**src/rtl/uart_pkg.sv**
```systemverilog
// -----------------------------------------------------------------------------
// uart_pkg
// Shared UART definitions: default frame geometry and the receiver FSM
// state encoding. Also intended for use by the companion transmitter.
// No ports (package).
// -----------------------------------------------------------------------------
package uart_pkg;

  // Default frame geometry: 8 data bits, 8 bclkx8 ticks per bit period.
  localparam int DATA_BITS_DEF  = 8;
  localparam int OVERSAMPLE_DEF = 8;

  typedef logic [2:0] state_t;

  localparam logic [2:0] ST_IDLE  = 3'd0;
  localparam logic [2:0] ST_START = 3'd1;
  localparam logic [2:0] ST_DATA  = 3'd2;
  localparam logic [2:0] ST_STOP  = 3'd3;
  localparam logic [2:0] ST_BREAK = 3'd4;

endpackage

```
**src/rtl/uart_rx_if.sv**
```systemverilog
// -----------------------------------------------------------------------------
// uart_rx_if
// Host-side bus of the UART receiver.
//   rd      : host read strobe (1 clk), clears rdrf/ferr/oerr
//   rx_data : last received byte
//   rdrf    : receive data register full
//   ferr    : framing error on the byte in rx_data
//   oerr    : a byte was overwritten before being read
//   busy    : frame reception in progress
// Modports: master = host side, slave = receiver side.
// -----------------------------------------------------------------------------
interface uart_rx_if
  import uart_pkg::*;
#(
  parameter int DATA_BITS = DATA_BITS_DEF
) ();

  logic                 rd;
  logic [DATA_BITS-1:0] rx_data;
  logic                 rdrf;
  logic                 ferr;
  logic                 oerr;
  logic                 busy;

  modport master (
    output rd,
    input  rx_data,
    input  rdrf,
    input  ferr,
    input  oerr,
    input  busy
  );

  modport slave (
    input  rd,
    output rx_data,
    output rdrf,
    output ferr,
    output oerr,
    output busy
  );

endinterface

```
**src/rtl/uart_sync_edge.sv**
```systemverilog
// -----------------------------------------------------------------------------
// uart_sync_edge
// Front end of the receiver: brings the asynchronous serial line into the
// clk domain and turns the bclkx8 level into a one-clk tick per rising edge.
//   clk    : system clock
//   rstb   : asynchronous active-low reset
//   bclkx8 : 8x baud level (already in the clk domain)
//   rxd    : raw serial line, idle high
//   rxs    : synchronized rxd (2-flop)
//   tick   : one-clk pulse on each bclkx8 rising edge
// -----------------------------------------------------------------------------
module uart_sync_edge (
  input  logic clk,
  input  logic rstb,
  input  logic bclkx8,
  input  logic rxd,
  output logic rxs,
  output logic tick
);

  logic [1:0] sync_q, sync_d;
  logic       bclkx8_dly_q, bclkx8_dly_d;

  always_comb begin
    sync_d       = {sync_q[0], rxd};
    bclkx8_dly_d = bclkx8;
  end

  // Synchronizer resets to the idle (high) line level so that leaving reset
  // never looks like a start bit.
  always_ff @(posedge clk or negedge rstb) begin
    if (!rstb) begin
      sync_q       <= 2'b11;
      bclkx8_dly_q <= 1'b0;
    end else begin
      sync_q       <= sync_d;
      bclkx8_dly_q <= bclkx8_dly_d;
    end
  end

  assign rxs  = sync_q[1];
  assign tick = bclkx8 & ~bclkx8_dly_q;

endmodule

```
**src/rtl/uart_rx.sv**
```systemverilog
// -----------------------------------------------------------------------------
// uart_rx
// Oversampling UART receiver. Detects the start bit, samples each data bit
// (LSB first) and the stop bit at mid-bit, and presents the byte to the host
// with full/framing/overrun flags.
//   clk    : system clock
//   rstb   : asynchronous active-low reset
//   bclkx8 : oversampling baud level from baudgen
//   rxd    : serial line, idle high, asynchronous to clk
//   bus    : host interface (rd in; rx_data, rdrf, ferr, oerr, busy out)
// -----------------------------------------------------------------------------
module uart_rx
  import uart_pkg::*;
#(
  parameter int DATA_BITS  = DATA_BITS_DEF,
  parameter int OVERSAMPLE = OVERSAMPLE_DEF
) (
  input  logic      clk,
  input  logic      rstb,
  input  logic      bclkx8,
  input  logic      rxd,
  uart_rx_if.slave  bus
);

  localparam int TW = $clog2(OVERSAMPLE);
  localparam int BW = $clog2(DATA_BITS);

  localparam logic [TW-1:0] T_HALF = TW'(OVERSAMPLE / 2 - 1);
  localparam logic [TW-1:0] T_FULL = TW'(OVERSAMPLE - 1);
  localparam logic [BW-1:0] B_LAST = BW'(DATA_BITS - 1);

  logic rxs;
  logic tick;

  state_t               state_q, state_d;
  logic [TW-1:0]        tcnt_q, tcnt_d;
  logic [BW-1:0]        bcnt_q, bcnt_d;
  logic [DATA_BITS-1:0] shift_q, shift_d;
  logic [DATA_BITS-1:0] data_q, data_d;
  logic                 rdrf_q, rdrf_d;
  logic                 ferr_q, ferr_d;
  logic                 oerr_q, oerr_d;

  uart_sync_edge u_sync_edge (
    .clk    (clk),
    .rstb   (rstb),
    .bclkx8 (bclkx8),
    .rxd    (rxd),
    .rxs    (rxs),
    .tick   (tick)
  );

  always_comb begin
    state_d = state_q;
    tcnt_d  = tcnt_q;
    bcnt_d  = bcnt_q;
    shift_d = shift_q;
    data_d  = data_q;
    rdrf_d  = rdrf_q;
    ferr_d  = ferr_q;
    oerr_d  = oerr_q;

    // Host read clears the flags; a frame completing in the same clk
    // overrides below, with the old byte counted as read.
    if (bus.rd && rdrf_q) begin
      rdrf_d = 1'b0;
      ferr_d = 1'b0;
      oerr_d = 1'b0;
    end

    case (state_q)
      ST_IDLE: begin
        if (tick && !rxs) begin
          state_d = ST_START;
          tcnt_d  = '0;
        end
      end
      ST_START: begin
        if (tick) begin
          if (tcnt_q == T_HALF) begin
            // Mid start bit: a line already back high was only a glitch.
            state_d = rxs ? ST_IDLE : ST_DATA;
            tcnt_d  = '0;
            bcnt_d  = '0;
          end else begin
            tcnt_d = tcnt_q + TW'(1);
          end
        end
      end
      ST_DATA: begin
        if (tick) begin
          if (tcnt_q == T_FULL) begin
            shift_d = {rxs, shift_q[DATA_BITS-1:1]};
            tcnt_d  = '0;
            bcnt_d  = bcnt_q + BW'(1);
            if (bcnt_q == B_LAST) begin
              state_d = ST_STOP;
            end
          end else begin
            tcnt_d = tcnt_q + TW'(1);
          end
        end
      end
      ST_STOP: begin
        if (tick) begin
          if (tcnt_q == T_FULL) begin
            data_d = shift_q;
            rdrf_d = 1'b1;
            ferr_d = ~rxs;
            if (rdrf_q && !bus.rd) begin
              oerr_d = 1'b1;
            end
            tcnt_d  = '0;
            // A low stop bit means the line may still be held low; wait
            // for it to return high before hunting for a new start bit.
            state_d = rxs ? ST_IDLE : ST_BREAK;
          end else begin
            tcnt_d = tcnt_q + TW'(1);
          end
        end
      end
      ST_BREAK: begin
        if (rxs) begin
          state_d = ST_IDLE;
        end
      end
      default: begin
        state_d = ST_IDLE;
      end
    endcase
  end

  always_ff @(posedge clk or negedge rstb) begin
    if (!rstb) begin
      state_q <= ST_IDLE;
      tcnt_q  <= '0;
      bcnt_q  <= '0;
      shift_q <= '0;
      data_q  <= '0;
      rdrf_q  <= 1'b0;
      ferr_q  <= 1'b0;
      oerr_q  <= 1'b0;
    end else begin
      state_q <= state_d;
      tcnt_q  <= tcnt_d;
      bcnt_q  <= bcnt_d;
      shift_q <= shift_d;
      data_q  <= data_d;
      rdrf_q  <= rdrf_d;
      ferr_q  <= ferr_d;
      oerr_q  <= oerr_d;
    end
  end

  assign bus.rx_data = data_q;
  assign bus.rdrf    = rdrf_q;
  assign bus.ferr    = ferr_q;
  assign bus.oerr    = oerr_q;
  assign bus.busy    = (state_q != ST_IDLE);

endmodule

```
**src/flat_wrapper.sv**
```systemverilog
// flat-port wrapper written by rule: the top's interface ports become plain ports
module uart_rx_flat import uart_pkg::*;
#(
  parameter int DATA_BITS  = DATA_BITS_DEF,
  parameter int OVERSAMPLE = OVERSAMPLE_DEF
)
  (clk, rstb, bclkx8, rxd, bus_rd, bus_rx_data, bus_rdrf, bus_ferr, bus_oerr, bus_busy);
  uart_rx_if #(.DATA_BITS(DATA_BITS)) bus_i ();
  input  logic clk;
  input  logic rstb;
  input  logic bclkx8;
  input  logic rxd;
  input wire logic [$bits(bus_i.rd)-1:0] bus_rd;
  output wire logic [$bits(bus_i.rx_data)-1:0] bus_rx_data;
  output wire logic [$bits(bus_i.rdrf)-1:0] bus_rdrf;
  output wire logic [$bits(bus_i.ferr)-1:0] bus_ferr;
  output wire logic [$bits(bus_i.oerr)-1:0] bus_oerr;
  output wire logic [$bits(bus_i.busy)-1:0] bus_busy;
  assign bus_i.rd = bus_rd;
  assign bus_rx_data = bus_i.rx_data;
  assign bus_rdrf = bus_i.rdrf;
  assign bus_ferr = bus_i.ferr;
  assign bus_oerr = bus_i.oerr;
  assign bus_busy = bus_i.busy;
  uart_rx #(.DATA_BITS(DATA_BITS), .OVERSAMPLE(OVERSAMPLE)) u_core (.clk(clk), .rstb(rstb), .bclkx8(bclkx8), .rxd(rxd), .bus(bus_i));
endmodule
```
**config.mk**
```make
export PLATFORM = sky130hd
export DESIGN_NAME = uart_rx_flat
export DESIGN_NICKNAME = d
export VERILOG_FILES = /design/src/rtl/uart_pkg.sv /design/src/rtl/uart_rx_if.sv /design/src/rtl/uart_sync_edge.sv /design/src/rtl/uart_rx.sv /design/src/flat_wrapper.sv
export SDC_FILE = /design/constraint.sdc
export NUM_CORES = 1
export LEC_CHECK = 0
export CORE_ASPECT_RATIO = 1.5
export CORE_MARGIN = 2
export CORE_UTILIZATION = 40
export DETAILED_ROUTE_END_ITERATION = 8
export GPL_ROUTABILITY_DRIVEN = 0
export GPL_TIMING_DRIVEN = 1
export PLACE_DENSITY = 0.6
export SYNTH_ARGS = -nofsm -noshare
export SYNTH_HDL_FRONTEND = slang
export SYNTH_SLANG_ARGS = --single-unit
```
**constraint.sdc**
```tcl
create_clock -name clk -period 3.3 [get_ports clk]
set_input_delay 0.66 -clock clk [delete_from_list [all_inputs] [get_ports clk]]
set_output_delay 0.66 -clock clk [all_outputs]
set_load 0.05 [all_outputs]
```
==> reports/qor.log <==
[yosys] share of synthesized cell area in and, or, nand and nor gates 10.1%
[power_and_ir_drop] proportion of power drawn by the clock network 39.3%
[critical_path] crit path max-delay cell type sky130_fd_sc_hd__clkdlybuf4s50_1
[timing] share of the cycle needed by the critical path after routing 77.0%
[critical_path] Critical path origin u_core.state_q[0]
[timing] unrepaired setup endpoints after global routing false
[clock_network] hold buffers post-CTS 0
[clock_network] clock tree sinks 31
[timing] transition time at the pin with the least slew margin 0.509 ns
[critical_path] Critical Path Sink bus_busy
[finish] area grow syn2layout 21.1%
[detailed_routing] number of DRC violations after detailed routing 0
[floorplanning] starting density of the core 41.7%
[detailed_routing] post-route ant nets 0
[detailed_routing] detailed-routing iteration count for the pre-antenna-repair pass 4
[critical_path] kind of end point of the critical path primary output
[critical_path] cell chain of the critical path or3_1, clkdlybuf4s50_1
[critical_path] CP peak stage delay 0.70 ns
[yosys] xor/xnor share of the synthesized area 0%
[yosys] post-synth top area cell sky130_fd_sc_hd__dfrtp_1
[timing] Max Transition Viols Final 0
[finish] non-filler instance count after layout 165
[worst_hold_path] min-delay worst type reg2reg
[finish] number of antenna repair diodes 0
[placed_design] Cells after DPL 157
[finish] share of final-layout standard cells stronger than drive strength 1 26.8%
[power_and_ir_drop] Seq pwr share 45.6%
[finish] flip-flop and latch area 778 um^2
[yosys] Syn Std Cell Area 0.00141 mm^2
[yosys] fraction of post-synthesis cell area in the top cell type by area 51.4%
[detailed_routing] number of vias per cell after detailed routing 5.05
[floorplanning] die boundary height 76.8 um
[clock_network] cts repair resizes 0
[power_and_ir_drop] Comb power frac 15.2%
[yosys] Syn Inst Count 102
[critical_path] data arrival time of the worst path 1.88 ns
[clock_network] number of H-tree branching levels 2
[power_and_ir_drop] internal cell power 721 uW
[floorplanning] Total Die Area 0.00403 mm^2
[yosys] number of enable flip-flop cells after synthesis 0
[power_and_ir_drop] Leak Pwr 0.806 nW
[power_and_ir_drop] net switching power 257 uW
[global_routing] total congestion overflow after global routing 0
[yosys] Post-Synthesis Mean Instance Area 13.8 um^2
[yosys] post-synthesis compound-gate area fraction 7.09%
[yosys] YS warnings 0
[clock_network] insertion delay to the later sink of the worst-skew pair 0.28 ns
[yosys] share of flip-flops with an asynchronous set or reset after synthesis 100%
[yosys] most instantiated flip-flop cell in the synthesis netlist sky130_fd_sc_hd__dfrtp_1
[timing] hold violation count in the final report 0
[timing] worst slew margin relative to its limit 66.0%
[floorplanning] core area 0.00338 mm^2
[detailed_routing] routed wire length 2.25 mm
[detailed_routing] vias after detailed routing 834
[detailed_routing] DR iter-0 viols 18
[clock_network] TritonCTS Buffers 5
[yosys] mux contribution to synthesized area 18.4%
[critical_path] worst path required time 2.64 ns
[timing] clock period minus final worst setup slack 2.54 ns
[timing] count of endpoints failing setup in the final report 0
[finish] fill cell instance count of the final layout 320
[floorplanning] Ports 17
[clock_network] maximum clock insertion buffer count 2
[critical_path] CP max FO 11
[yosys] register bit total from synthesis 31
[global_routing] GRT Resource Usage Total 13.5%
[clock_network] clock transition at the registers of the reported paths 0.06 ns
[timing] worst-case clock skew 0.00616 ns
[floorplanning] Core Rows 26
[global_routing] first-pass GRT wire length 3.91 mm
[job] number of maximum-capacitance constraint violations 0
[timing] summed negative setup slack over all endpoints 0 ns
[power_and_ir_drop] fraction of power spent switching nets 26.3%
[yosys] sequential share of the synthesized area 55.1%
[critical_path] cell count of the worst reg-to-reg path 3
[yosys] Post-Synthesis Net Count 113
[clock_network] Setup Buffers After CTS 0
[yosys] number of distinct library cells after synthesis 35
[clock_network] CTS tree yes
[critical_path] endpoint of the worst register-to-register path u_core.shift_q[0]
[detailed_routing] mean routed wirelength per cell 13.6 um
[critical_path] reg-to-reg critical path startpoint u_core.state_q[2]
[global_routing] vias in the first global route 819
[finish] number of nets in the layout 133
[yosys] post-synthesis share of cell area spent on full adders, half adders and majority gates 5.32%
[power_and_ir_drop] largest vdd supply drop 0.480 mV
[global_routing] number of antenna violations at the first check in global routing 0
[critical_path] Worst Path Class, Setup reg2out
[global_routing] largest net degree at the start of global routing 32
[floorplanning] Die Wd 52.5 um
[power_and_ir_drop] power density over cell area 572 mW/mm^2
[run_status] result of the run completed
[critical_path] FF-to-FF setup slack 1.37 ns
[yosys] top cells by area, synth sky130_fd_sc_hd__dfrtp_1 (51%), sky130_fd_sc_hd__mux2_2 (9.6%), sky130_fd_sc_hd__mux2_4 (7.4%)
[clock_network] buffer cell driving the clock tree root sky130_fd_sc_hd__clkbuf_8
[timing] maximum clock frequency 393 MHz
[finish] combined area of the multi-input logic cells 578 um^2
[placed_design] Port Buffers 16
[critical_path] startpoint class of the critical path register
[yosys] combinational family with the most area after synthesis multiplexers
how the worst min path moves through the flow:
stage / startpoint / to / slack, ns / cells past startpoint
after floorplan: u_core.u_sync_edge.sync_q[0] / u_core.u_sync_edge.sync_q[1] / 0.35 / 0
after global placement: u_core.u_sync_edge.sync_q[0] / u_core.u_sync_edge.sync_q[1] / 0.35 / 0
after detailed placement: u_core.u_sync_edge.sync_q[0] / u_core.u_sync_edge.sync_q[1] / 0.35 / 0
final: u_core.u_sync_edge.sync_q[0] / u_core.u_sync_edge.sync_q[1] / 0.36 / 0
after global routing: u_core.u_sync_edge.sync_q[0] / u_core.u_sync_edge.sync_q[1] / 0.36 / 0
after CTS: u_core.u_sync_edge.sync_q[0] / u_core.u_sync_edge.sync_q[1] / 0.36 / 0
power groups by stage:
stage          Sequential [mW]  Clock, mW  Combinational (mW)
6_report                 0.446      0.384               0.149
5_1_grt                  0.450      0.411               0.164
4_1_cts                  0.446      0.395               0.152
3_5_place_dp             0.453          0               0.151
3_3_place_gp             0.450          0               0.150
2_1_floorplan            0.439          0               0.120
cell usage in the layout (no fill, tap or decap):
cell type | netlist | layout
sky130_fd_sc_hd__nor2_4 | 1 | 1
sky130_fd_sc_hd__a311o_1 | 1 | 1
sky130_fd_sc_hd__nand3b_1 | 3 | 3
sky130_fd_sc_hd__a21oi_2 | 1 | 1
sky130_fd_sc_hd__o211ai_1 | 1 | 1
sky130_fd_sc_hd__nor3b_1 | 1 | 1
sky130_fd_sc_hd__o21bai_1 | 1 | 1
sky130_fd_sc_hd__inv_1 | 4 | 4
sky130_fd_sc_hd__nor2b_1 | 2 | 2
sky130_fd_sc_hd__dfstp_2 | 2 | 2
sky130_fd_sc_hd__mux2_4 | 7 | 7
sky130_fd_sc_hd__clkdlybuf4s50_1 | 0 | 16
sky130_fd_sc_hd__and3_1 | 1 | 1
sky130_fd_sc_hd__ha_1 | 6 | 6
sky130_fd_sc_hd__clkinv_2 | 0 | 1
sky130_fd_sc_hd__o31ai_1 | 1 | 1
sky130_fd_sc_hd__nor4_1 | 1 | 1
sky130_fd_sc_hd__clkbuf_8 | 0 | 6
sky130_fd_sc_hd__buf_4 | 0 | 1
sky130_fd_sc_hd__or3_1 | 1 | 1
sky130_fd_sc_hd__nor2_1 | 3 | 3
sky130_fd_sc_hd__dfrtp_1 | 29 | 29
sky130_fd_sc_hd__o21ai_1 | 1 | 1
sky130_fd_sc_hd__nand2_1 | 5 | 5
sky130_fd_sc_hd__nand3_1 | 1 | 1
sky130_fd_sc_hd__or3b_1 | 1 | 1
sky130_fd_sc_hd__bufinv_16 | 0 | 1
sky130_fd_sc_hd__mux2i_1 | 2 | 2
sky130_fd_sc_hd__a21o_1 | 1 | 1
sky130_fd_sc_hd__or2_1 | 1 | 1
sky130_fd_sc_hd__o21ai_0 | 3 | 3
sky130_fd_sc_hd__a311oi_1 | 1 | 1
sky130_fd_sc_hd__mux2_2 | 12 | 12
sky130_fd_sc_hd__a22o_1 | 2 | 2
sky130_fd_sc_hd__a21oi_1 | 1 | 1
sky130_fd_sc_hd__nor2_8 | 1 | 1
Yosys cell counts (all sizes together), types with 2 or more instances:
| master | count |
|---|---|
| dfrtp | 29 |
| o21ai | 4 |
| mux2 | 19 |
| nor2b | 2 |
| nor2 | 5 |
| inv | 4 |
| a22o | 2 |
| ha | 6 |
| nand3b | 3 |
| mux2i | 2 |
| buf | 3 |
| a21oi | 2 |
| nand2 | 5 |
| dfstp | 2 |
worst max-delay path: cells and delay by family (launching register included):
family | cells | cell delay (ns)
buffers and inverters | 1 | 0.70
DFF | 1 | 0.49
and+or+nand+nor | 1 | 0.40
per-layer routing:
| metal | global-route usage (%) | vias up | wire length, um |
|---|---|---|---|
| met2 | 19.6 | 19 | 1070 |
| met5 | 0 | - | 0 |
| met3 | 5.25 | 5 | 129 |
| met1 | 16.5 | 415 | 985 |
| met4 | 8.46 | 0 | 63 |
| li1 | - | 395 | - |
metrics by stage:
stage / cell area [um^2] / hold slack [ns] / total power, mW / setup WS [ns] / util [%]
4_1_cts: 1710 / 0.361 / 0.992 / 0.749 / 50.5
2_1_floorplan: 1410 / 0.345 / 0.558 / 1.46 / -
3_3_place_gp: 1590 / 0.347 / 0.600 / 0.704 / 47.0
5_1_grt: 1710 / 0.361 / 1.02 / 0.703 / 50.5
3_5_place_dp: 1590 / 0.348 / 0.604 / 0.664 / 47.0
6_report: 1710 / 0.358 / 0.978 / 0.758 / 50.5
final cells by class:
| cell class | count | area share (%) |
|---|---|---|
| Clock buffer | 6 | 4.83 |
| Clock inverter | 2 | 2.05 |
| Inverter | 4 | 0.878 |
| Multi-Input combinational cell | 63 | 33.8 |
| Sequential cell | 31 | 45.5 |
| Tap cell | 42 | 3.07 |
| Timing Repair Buffer | 17 | 9.81 |
state kept, by name, summed over array words and instances (netlist names), named ones only:
name                             count
u_core.bus.rdrf                      1
u_core.state_q                       3
u_core.shift_q                       8
u_core.tcnt_q                        3
u_core.bus.ferr                      1
u_core.bcnt_q                        3
u_core.bus.rx_data                   8
u_core.u_sync_edge.bclkx8_dly_q      1
u_core.u_sync_edge.sync_q            2
cells by family (layout without fill, tap and decap cells):
kind of cell,count (synthesis),count (layout)
DFF,31,31
muxes,21,21
buffers and inverters,8,29
adders and majority gates,6,6
and+or+nand+nor,22,22
AOI/OAI and AO/OA,14,14
(Power assumes the default switching activity.)
